## src/rtl/twoc_to_sm_unit.sv

```systemverilog
// rtl/twoc_to_sm_unit.sv - registered two's-complement to sign-magnitude converter
// Optional second output register stage enabled by defining TWOC_SM_PIPE2_EN.
module twoc_to_sm_unit #(
    parameter int WIDTH = 11
) (
    input  logic             clk,
    input  logic             rst_n,
    input  logic             in_valid,
    input  logic [WIDTH-1:0] T,
    output logic             out_valid,
    output logic [WIDTH-1:0] SM,
    output logic             signbit
);

    logic [WIDTH-1:0] w_mag;
    logic             w_sign;

    // Negating the most-negative value wraps back to itself, which read as
    // unsigned is exactly the magnitude 2^(WIDTH-1).
    assign w_sign = T[WIDTH-1];
    assign w_mag  = w_sign ? (~T + WIDTH'(1)) : T;

    logic             r_valid1;
    logic [WIDTH-1:0] r_sm1;
    logic             r_sign1;

    always_ff @(posedge clk or negedge rst_n) begin
        if (!rst_n) begin
            r_valid1 <= 1'b0;
            r_sm1    <= '0;
            r_sign1  <= 1'b0;
        end else begin
            r_valid1 <= in_valid;
            if (in_valid) begin
                r_sm1   <= w_mag;
                r_sign1 <= w_sign;
            end
        end
    end

`ifdef TWOC_SM_PIPE2_EN
    logic             r_valid2;
    logic [WIDTH-1:0] r_sm2;
    logic             r_sign2;

    // Data advances only with a valid result so idle cycles keep holding it.
    always_ff @(posedge clk or negedge rst_n) begin
        if (!rst_n) begin
            r_valid2 <= 1'b0;
            r_sm2    <= '0;
            r_sign2  <= 1'b0;
        end else begin
            r_valid2 <= r_valid1;
            if (r_valid1) begin
                r_sm2   <= r_sm1;
                r_sign2 <= r_sign1;
            end
        end
    end

    assign out_valid = r_valid2;
    assign SM        = r_sm2;
    assign signbit   = r_sign2;
`else
    assign out_valid = r_valid1;
    assign SM        = r_sm1;
    assign signbit   = r_sign1;
`endif

endmodule

```

## config.mk

```make
export PLATFORM = sky130hd
export DESIGN_NAME = twoc_to_sm_unit
export DESIGN_NICKNAME = d
export VERILOG_FILES = /design/src/rtl/twoc_to_sm_unit.sv
export SDC_FILE = /design/constraint.sdc
export NUM_CORES = 1
export LEC_CHECK = 0
export ABC_AREA = 0
export BUFFER_PORTS_ARGS = -buffer_cell sky130_fd_sc_hd__buf_2
export CAP_MARGIN = 0
export CORE_UTILIZATION = 30
export CTS_CLUSTER_DIAMETER = 100
export DETAILED_ROUTE_END_ITERATION = 12
export RECOVER_POWER = 100
export SLEW_MARGIN = 20
export SYNTH_ARGS = -nofsm -noshare
export SYNTH_HDL_FRONTEND = slang
export SYNTH_SLANG_ARGS = --single-unit
```

## constraint.sdc

```tcl
create_clock -name clk -period 0.9 [get_ports clk]
set_input_delay 0.18 -clock clk [delete_from_list [all_inputs] [get_ports clk]]
set_output_delay 0.18 -clock clk [all_outputs]
set_load 0.05 [all_outputs]
```

# --- Word-level counts from Yosys, hierarchy flattened ---
# Index checks and enable logic that the tools add are counted.
totals:
  mem_bits_rw: 0
  mem_bits_ro: 0
  input_bits: 14
  wordCells: 6
  out_inout_bits: 13
  n_memories: 0
  register_bits: 13
  latchBits: 0
op_classes:
  add_sub_neg: 1
  reduce_logical: 0
  n_lt_le_gt_ge: 0
  shift: 0
  mux: 1
  div: 0
  mul: 0
  n_bitwise: 1
  eq_ne: 0
op_table:
  columns: ["cell", "n"]
  rows:
  - ["$add 11x1->11 const B", 1]
  - ["$mux 11", 1]
  - ["$not 11->11", 1]

# --- Longest topological paths before layout ---
# Gate-level depths: netlist of run 1.
depth:
  depth_word: 3
  depth_mapped: 5
  mapped_depth_nobuf: 5

# --- Worst setup path after synthesis of run 1 ---
# No wires, ideal clock.
synth_path:
  path_type: "in2reg"
  startpoint: "in T[1]"
  endpoint: "reg r_sm1[9], in the netlist SM[9]"
  setup_slack_ns: -0.327
  path_stages: 3
  setup_ns: 0.070
  required_ns: 0.830
  n_path_buf: 0
  t_arrival_ns: 1.158
  path_cell_list: "or3_4 or4_1 nand3_1"
synth_between:
  elab_chain_len: 3
synth_rtl:
  columns: ["item", "line", "text"]
  rows:
  - ["from (decl)", "9", "input logic [WIDTH-1:0] T,"]
  - ["$not 11->11", "21", "assign w_mag = w_sign ? (~T + WIDTH'(1)) : T;"]
  - ["$add 11x1->11", "21", null]
  - ["$mux 11", "21", null]
  - ["to (signal assigned)", "35", "r_sm1 <= w_mag;"]
  - ["to (decl)", "24", "logic [WIDTH-1:0] r_sm1;"]
# No other way between the ends.
# A chain may end at the register's enable or synchronous reset.

# --- Worst setup path after layout of run 1 ---
layout_path:
  startpoint: "in T[5]"
  endpoint: "reg r_sm1[9], in the netlist SM[9]"
# The elaborated chain is that of the path after synthesis.

==> results of run 1 <==
==> sequential cells by signal (all words and copies together), names as in the netlist <==
| name | count |
|---|---|
| SM | 11 |
| signbit | 1 |
| out_valid | 1 |
==> layer usage <==
metal / vias up / part of all wire [%] / global-route usage (%)
met1: 401 / 36 / 23.6
met5: - / 0 / 0
li1: 408 / - / -
met3: 6 / 5.9 / 5.75
met2: 29 / 56 / 33.8
met4: 0 / 1.9 / 3.95
==> cell type report <==
type	instances	area share, %
clock buffer	4	1.87
multi-input combinational	59	37.4
sequential	13	23.7
timing repair buffer	52	32.5
inverter	5	1.87
tap	30	2.68
==> critical path, stage by stage <==
cell and delay, ns:
sky130_fd_sc_hd__buf_6 0.09, sky130_fd_sc_hd__or3_4 0.40, sky130_fd_sc_hd__or4_4 0.52, sky130_fd_sc_hd__nand3_2 0.07
==> cell usage in the layout (no fill, tap or decap), drive strengths merged, types with 2 or more instances in the layout <==
cell,netlist,routed
nand4,2,2
buf,3,49
nand2,3,3
dfrtp,13,13
or4,3,3
a2111oi,2,2
mux2,2,2
a31oi,4,4
and3b,2,2
inv,5,5
o21ai,2,2
nand3,4,4
nor2,4,4
or3,3,3
a21oi,3,3
clkbuf,1,6
nor2b,8,8
o311ai,2,2
nor3,2,2
==> power breakdown <==
part / total, mW / internal [mW] / switching, mW
Combinational: 0.756 / 0.328 / 0.429
Sequential: 0.692 / 0.648 / 0.0440
Clock: 0.376 / 0.172 / 0.203
Total: 1.82 / 1.15 / 0.676
==> how the worst max path moves through the flow <==
stage                            from                end  cells past startpoint
finish                           T[5]  SM[9]$_DFFE_PN0P_                      4
global route        SM[4]$_DFFE_PN0P_              SM[4]                      1
CTS                              T[0]  SM[9]$_DFFE_PN0P_                      4
detailed placement               T[3]  SM[9]$_DFFE_PN0P_                      4
global placement                 T[1]  SM[7]$_DFFE_PN0P_                      4
floorplan                        T[1]  SM[7]$_DFFE_PN0P_                      3
==> through the flow <==
stage          util, %  cells  power, mW  setup WS (ns)  hold slack, ns
3_5_place_dp      46.6    155       1.31         -0.483          0.0891
2_1_floorplan        -     81       1.07         -0.309          -0.116
4_1_cts           53.8    163       1.81         -0.151           0.234
5_1_grt           57.1    163       1.91         -0.169           0.251
3_3_place_gp      46.6    155       1.29         -0.446          0.0931
6_report          57.1    163       1.82         -0.140           0.246
==> repair_timing <==
item / in CTS / in global routing
pin swaps: 9 / 9
endpoints found under the setup margin: 20 / 22
setup buffers: 3 / 0
resized for setup: 33 / 17
hold buffers: 1 / 0
hold endpoints to repair: 13 / 0
==> logic make-up (layout without fill, tap and decap cells) <==
family                   Yosys count  after routing  share of synthesized area, %
AO/OA/AOI/OAI                     18             18                          17.1
XOR/XNOR                           2              2                          2.26
adder cells (fa/ha/maj)            1              1                          1.61
buffers and inverters              9             61                          5.00
flip-flops                        13             13                          41.9
multiplexers                       3              3                          4.19
AND/OR/NAND/NOR                   35             35                          27.9
==> impl_metrics.env, run 1 <==
export IMPL_synth_enable_flop_cells=0
export IMPL_cts_buffers_inserted=3
export IMPL_worstSetupStartpointType="input pin"
export IMPL_place_detailed_hpwl_um=1760
export IMPL_yosys_cell_count_top_type="sky130_fd_sc_hd__dfrtp_1"
export IMPL_setup_worst_path_end_class="register"
export IMPL_maxCapViolations=0
export IMPL_num_antenna_cells=0
export IMPL_global_route_overflow_total=0
export IMPL_post_route_drc_count=0
export IMPL_power_density_nw_per_um2=1300
export IMPL_cts_tree="done"
export IMPL_period_minus_slack_ns=1.04
export IMPL_worst_ep_arrival_time_ns=1.27
export IMPL_ctsHtreeMaxLevel=1
export IMPL_drtPass1Iterations=4
export IMPL_failed_checks="negative setup slack"
export IMPL_via_count_of_the_first_global_routing_pass=795
export IMPL_fin_tns_setup_ns=-2.02
export IMPL_cts_root_to_sink_buffers=2
export IMPL_place_area_um2=1140
export IMPL_synth_largest_type_area_fraction_pct=41.9
export IMPL_regToRegSetupSlack_ns=-0.07
export IMPL_worst_slew_pin_transition_ns=0.341
export IMPL_design_core_area_um2=2450
export IMPL_drt_vias_per_instance=5.18
export IMPL_post_route_cell_area_um2=1400
export IMPL_cp_required_ns=1.13
export IMPL_grt_start_max_net_pins=14
export IMPL_ys_seq_elements=13
export IMPL_avgSynthCellArea_um2=9.58
export IMPL_antenna_found_initial=0
export IMPL_post_synth_main_area_contributors="sky130_fd_sc_hd__dfrtp_1, sky130_fd_sc_hd__nor2b_1, sky130_fd_sc_hd__a31oi_1, sky130_fd_sc_hd__mux2_2, sky130_fd_sc_hd__or3_4"
export IMPL_synth_nets=96
export IMPL_synthTopCellsByCount="sky130_fd_sc_hd__dfrtp_1, sky130_fd_sc_hd__nor2b_1, sky130_fd_sc_hd__inv_1"
export IMPL_final_seq_area_um2=333
export IMPL_setup_viol=19
export IMPL_post_synth_num_cell_types=36
export IMPL_dr_total_vias=844
export IMPL_drtAntennaViolNets=0
export IMPL_syn_inst=81
export IMPL_yosysWarnings=0
export IMPL_die_height_um=52.9
export IMPL_predominant_post_synthesis_flop_cell="sky130_fd_sc_hd__dfrtp_1"
export IMPL_aggregate_routed_wire_length_um=2380
export IMPL_hold_path_end="out_valid$_DFF_PN0_"
export IMPL_timing_rr_start="SM[9]$_DFFE_PN0P_"
export IMPL_fillerInstances=216
export IMPL_layout_worst_path_cycle_share_pct=116
export IMPL_drt_initial_drc_count=15
export IMPL_final_layout_size_suffix_gt1_share_pct=60.2
export IMPL_rows=18
export IMPL_area_growth_synth_to_final_pct=80.8
export IMPL_top_level_ports=27
export IMPL_synth_sequential_area_ratio_pct=41.9
export IMPL_max_slew_margin_rel_pct=77.3
export IMPL_worst_clock_skew_on_the_final_layout_ns=0
export IMPL_p_leak_nw=0.622
export IMPL_post_drt_wl_per_cell_um=14.6
export IMPL_worstPathMaxFanout=3
export IMPL_setup_repair_after_global_routing_missed_its_margin="true"
export IMPL_synth_top_area_cell="sky130_fd_sc_hd__dfrtp_1"
export IMPL_floorplan_die_area_um2=2790
export IMPL_type_of_the_worst_min_delay_path="in2reg"
export IMPL_fmax_mhz=961
export IMPL_cts_sink_count=13
export IMPL_hold_vio_cnt_final=0
export IMPL_finalWorstSetupSlack_ns=-0.140
export IMPL_drv_slew=0
export IMPL_groute_usage_overall_pct=19.5
export IMPL_finalWeightedCongestion=0.782
export IMPL_initial_core_util_pct=31.6
export IMPL_grt_first_pass_wirelength_um=3820
export IMPL_r2r_end="SM[9]$_DFFE_PN0P_"
export IMPL_min_delay_start="in_valid"
export IMPL_reg2regPathDepth=2
export IMPL_synth_async_reset_ratio_pct=100
export IMPL_outcome="complete, but fails checks"
export IMPL_timing_worst_setup_path_type="in2reg"
export IMPL_area_of_combinational_cells_with_multiple_inputs_um2=524
export IMPL_worst_hold_path_num_cells=2
export IMPL_clock_root_buffer="sky130_fd_sc_hd__clkbuf_4"
export IMPL_num_nets_final=149
export IMPL_mappedNetlistArea_um2=776
export IMPL_input_output_buffers=26
export IMPL_die_width_um=52.9
export IMPL_clk_pin_slew_worst_paths_ns=0.08
export IMPL_vdd_ir_drop_max_uv=877
export IMPL_clk_latency_ns=0.28
(Power assumes the default switching activity.)
==> run 2: changes to the inputs <==
- BUFFER_PORTS_ARGS: -buffer_cell sky130_fd_sc_hd__buf_2 -> unset
- DONT_BUFFER_PORTS: unset -> 1
- clock period: 0.9 -> 1.3 ns (I/O delays scaled with it)
==> run 2 against run 1 <==
  * The run now ends clean
  * Register-to-register slack improved by 0.42 ns
  * Clock power down 34%
  * Critical path depth shrank 4
  * Clock-buffer cell count stayed put
  * Sequential share of layout area is 13 points higher
  * First-iteration DRC count decreased by 53%
  * Highest routed layer unchanged
==> impl_metrics.env, run 2 (synthesis results as in run 1) <==
export IMPL_drt_initial_drc_count=7
export IMPL_power_combinational_fraction_pct=24.3
export IMPL_cts_setup_buffers=0
export IMPL_die_width_um=52.9
export IMPL_layoutNonFillerInstCount=122
export IMPL_minimum_hold_slack_ns=0.0675
export IMPL_cp_required_ns=1.04
export IMPL_max_slew_margin_rel_pct=60.6
export IMPL_drtPass1Iterations=4
export IMPL_worstSetupStartpointType="register"
export IMPL_area_growth_synth_to_final_pct=13.1
export IMPL_clk_pin_slew_worst_paths_ns=0.08
export IMPL_finalWorstSetupSlack_ns=0.117
export IMPL_most_frequent_standard_cell_in_the_layout_excluding_fill_and_tap_cells="sky130_fd_sc_hd__dfrtp_1"
export IMPL_period_minus_slack_ns=1.18
export IMPL_type_of_the_worst_min_delay_path="in2reg"
export IMPL_vdd_ir_drop_max_uv=660
export IMPL_num_nets_final=108
export IMPL_area_of_combinational_cells_with_multiple_inputs_um2=402
export IMPL_groute_usage_overall_pct=15.2
export IMPL_post_route_drc_count=0
export IMPL_grt_start_max_net_pins=29
export IMPL_cts_buffers_inserted=3
export IMPL_internal_power_mw=0.643
export IMPL_floorplan_die_area_um2=2790
export IMPL_hold_path_end="SM[2]$_DFFE_PN0P_"
export IMPL_final_seq_area_um2=325
export IMPL_regToRegSetupSlack_ns=0.35
export IMPL_dr_total_vias=688
export IMPL_clock_root_buffer="sky130_fd_sc_hd__clkbuf_4"
export IMPL_power_frac_seq_pct=51.2
export IMPL_timing_rr_start="SM[10]$_DFFE_PN0P_"
export IMPL_power_switching_mw=0.365
export IMPL_worst_clock_skew_on_the_final_layout_ns=0
export IMPL_switching_portion_of_total_power_pct=36.2
export IMPL_setup_repair_after_global_routing_missed_its_margin="false"
export IMPL_worst_slew_pin_transition_ns=0.589
export IMPL_clk_latency_ns=0.27
export IMPL_worst_ep_arrival_time_ns=0.92
export IMPL_finalWeightedCongestion=0.824
export IMPL_cts_root_to_sink_buffers=2
export IMPL_place_detailed_hpwl_um=1290
export IMPL_place_worst_setup_slack_ns=-0.0208
export IMPL_antenna_found_initial=0
export IMPL_setup_viol=0
export IMPL_outcome="completed"
export IMPL_timing_worst_setup_path_type="reg2out"
export IMPL_final_layout_size_suffix_gt1_share_pct=15.2
export IMPL_die_height_um=52.9
export IMPL_input_output_buffers=0
export IMPL_initial_core_util_pct=31.6
export IMPL_top_level_ports=27
export IMPL_dpl_cell_count=116
export IMPL_cts_sink_count=13
export IMPL_drt_vias_per_instance=5.64
export IMPL_r2r_end="SM[10]$_DFFE_PN0P_"
export IMPL_num_antenna_cells=0
export IMPL_aggregate_routed_wire_length_um=1770
export IMPL_clkPwrFrac_pct=24.5
export IMPL_drv_slew=0
export IMPL_maxCapViolations=0
export IMPL_via_count_of_the_first_global_routing_pass=667
export IMPL_post_drt_wl_per_cell_um=14.5
export IMPL_global_route_overflow_total=0
export IMPL_fillerInstances=261
export IMPL_worstPathMaxFanout=2
export IMPL_p_leak_nw=0.373
export IMPL_drtAntennaViolNets=0
export IMPL_power_density_nw_per_um2=1150
export IMPL_largest_reg_flops=11
export IMPL_mostFrequentLayoutCells="sky130_fd_sc_hd__dfrtp_1, sky130_fd_sc_hd__nor2b_1, sky130_fd_sc_hd__clkbuf_2, sky130_fd_sc_hd__inv_1"
export IMPL_layout_worst_path_cycle_share_pct=91.0
export IMPL_rows=18
export IMPL_fmax_mhz=846
export IMPL_reg2regPathDepth=1
export IMPL_worst_hold_path_num_cells=1
export IMPL_cts_tree="done"
export IMPL_grt_first_pass_wirelength_um=3020
export IMPL_ctsHtreeMaxLevel=1
export IMPL_min_delay_start="in_valid"
export IMPL_hold_vio_cnt_final=0
export IMPL_setup_worst_path_end_class="output pin"
export IMPL_design_core_area_um2=2450
==> run 2: layout make-up <==
cell class,instances,share of cell area [%]
Sequential cell,13,37.1
Tap cell,30,4.28
Timing Repair Buffer,11,7.70
Inverter,5,2.14
Multi-Input combinational cell,59,45.8
Clock buffer,4,3.00
==> run 2: how the worst max path moves through the flow <==
stage | slack (ns) | endpoint | startpoint | cells after the start
after detailed placement | -0.02 | SM[7]$_DFFE_PN0P_ | T[1] | 3
after global routing | 0.07 | SM[4] | SM[4]$_DFFE_PN0P_ | 1
after floorplan | 0.01 | SM[7]$_DFFE_PN0P_ | T[1] | 3
after global placement | -0.01 | SM[7]$_DFFE_PN0P_ | T[1] | 3
after CTS | 0.11 | SM[2] | SM[2]$_DFFE_PN0P_ | 0
final | 0.12 | SM[2] | SM[2]$_DFFE_PN0P_ | 0
==> run 2: through the flow <==
step	power, mW	setup TNS (ns)	instance area (µm²)	utilization [%]
3_3_place_gp	0.775	-0.0171	861	35.1
2_1_floorplan	0.724	0	776	-
3_5_place_dp	0.778	-0.0583	861	35.1
5_1_grt	1.07	0	877	35.7
4_1_cts	1.04	0	897	36.5
6_report	1.01	0	877	35.7
==> run 2: power by group through the flow <==
stage	registers (mW)	logic (mW)	clock network, mW
after detailed placement	0.525	0.254	0
after global routing	0.523	0.265	0.281
final	0.516	0.245	0.247
after global placement	0.525	0.250	0
after floorplan	0.621	0.103	0
after CTS	0.518	0.264	0.258
==> run 2: layer usage <==
metal	share of wire, %	track usage [%]	routed length (µm)
met2	49	26.2	867
met4	2.0	7.89	36
met3	8.0	5.46	142
met5	0	0	0
met1	41	16.0	727
==> run 2: repair_timing <==
item                                   4_1_cts  5_1_grt
hold buffers                                 1        1
endpoints found under the hold margin       13        1
gates resized for setup                      0        0
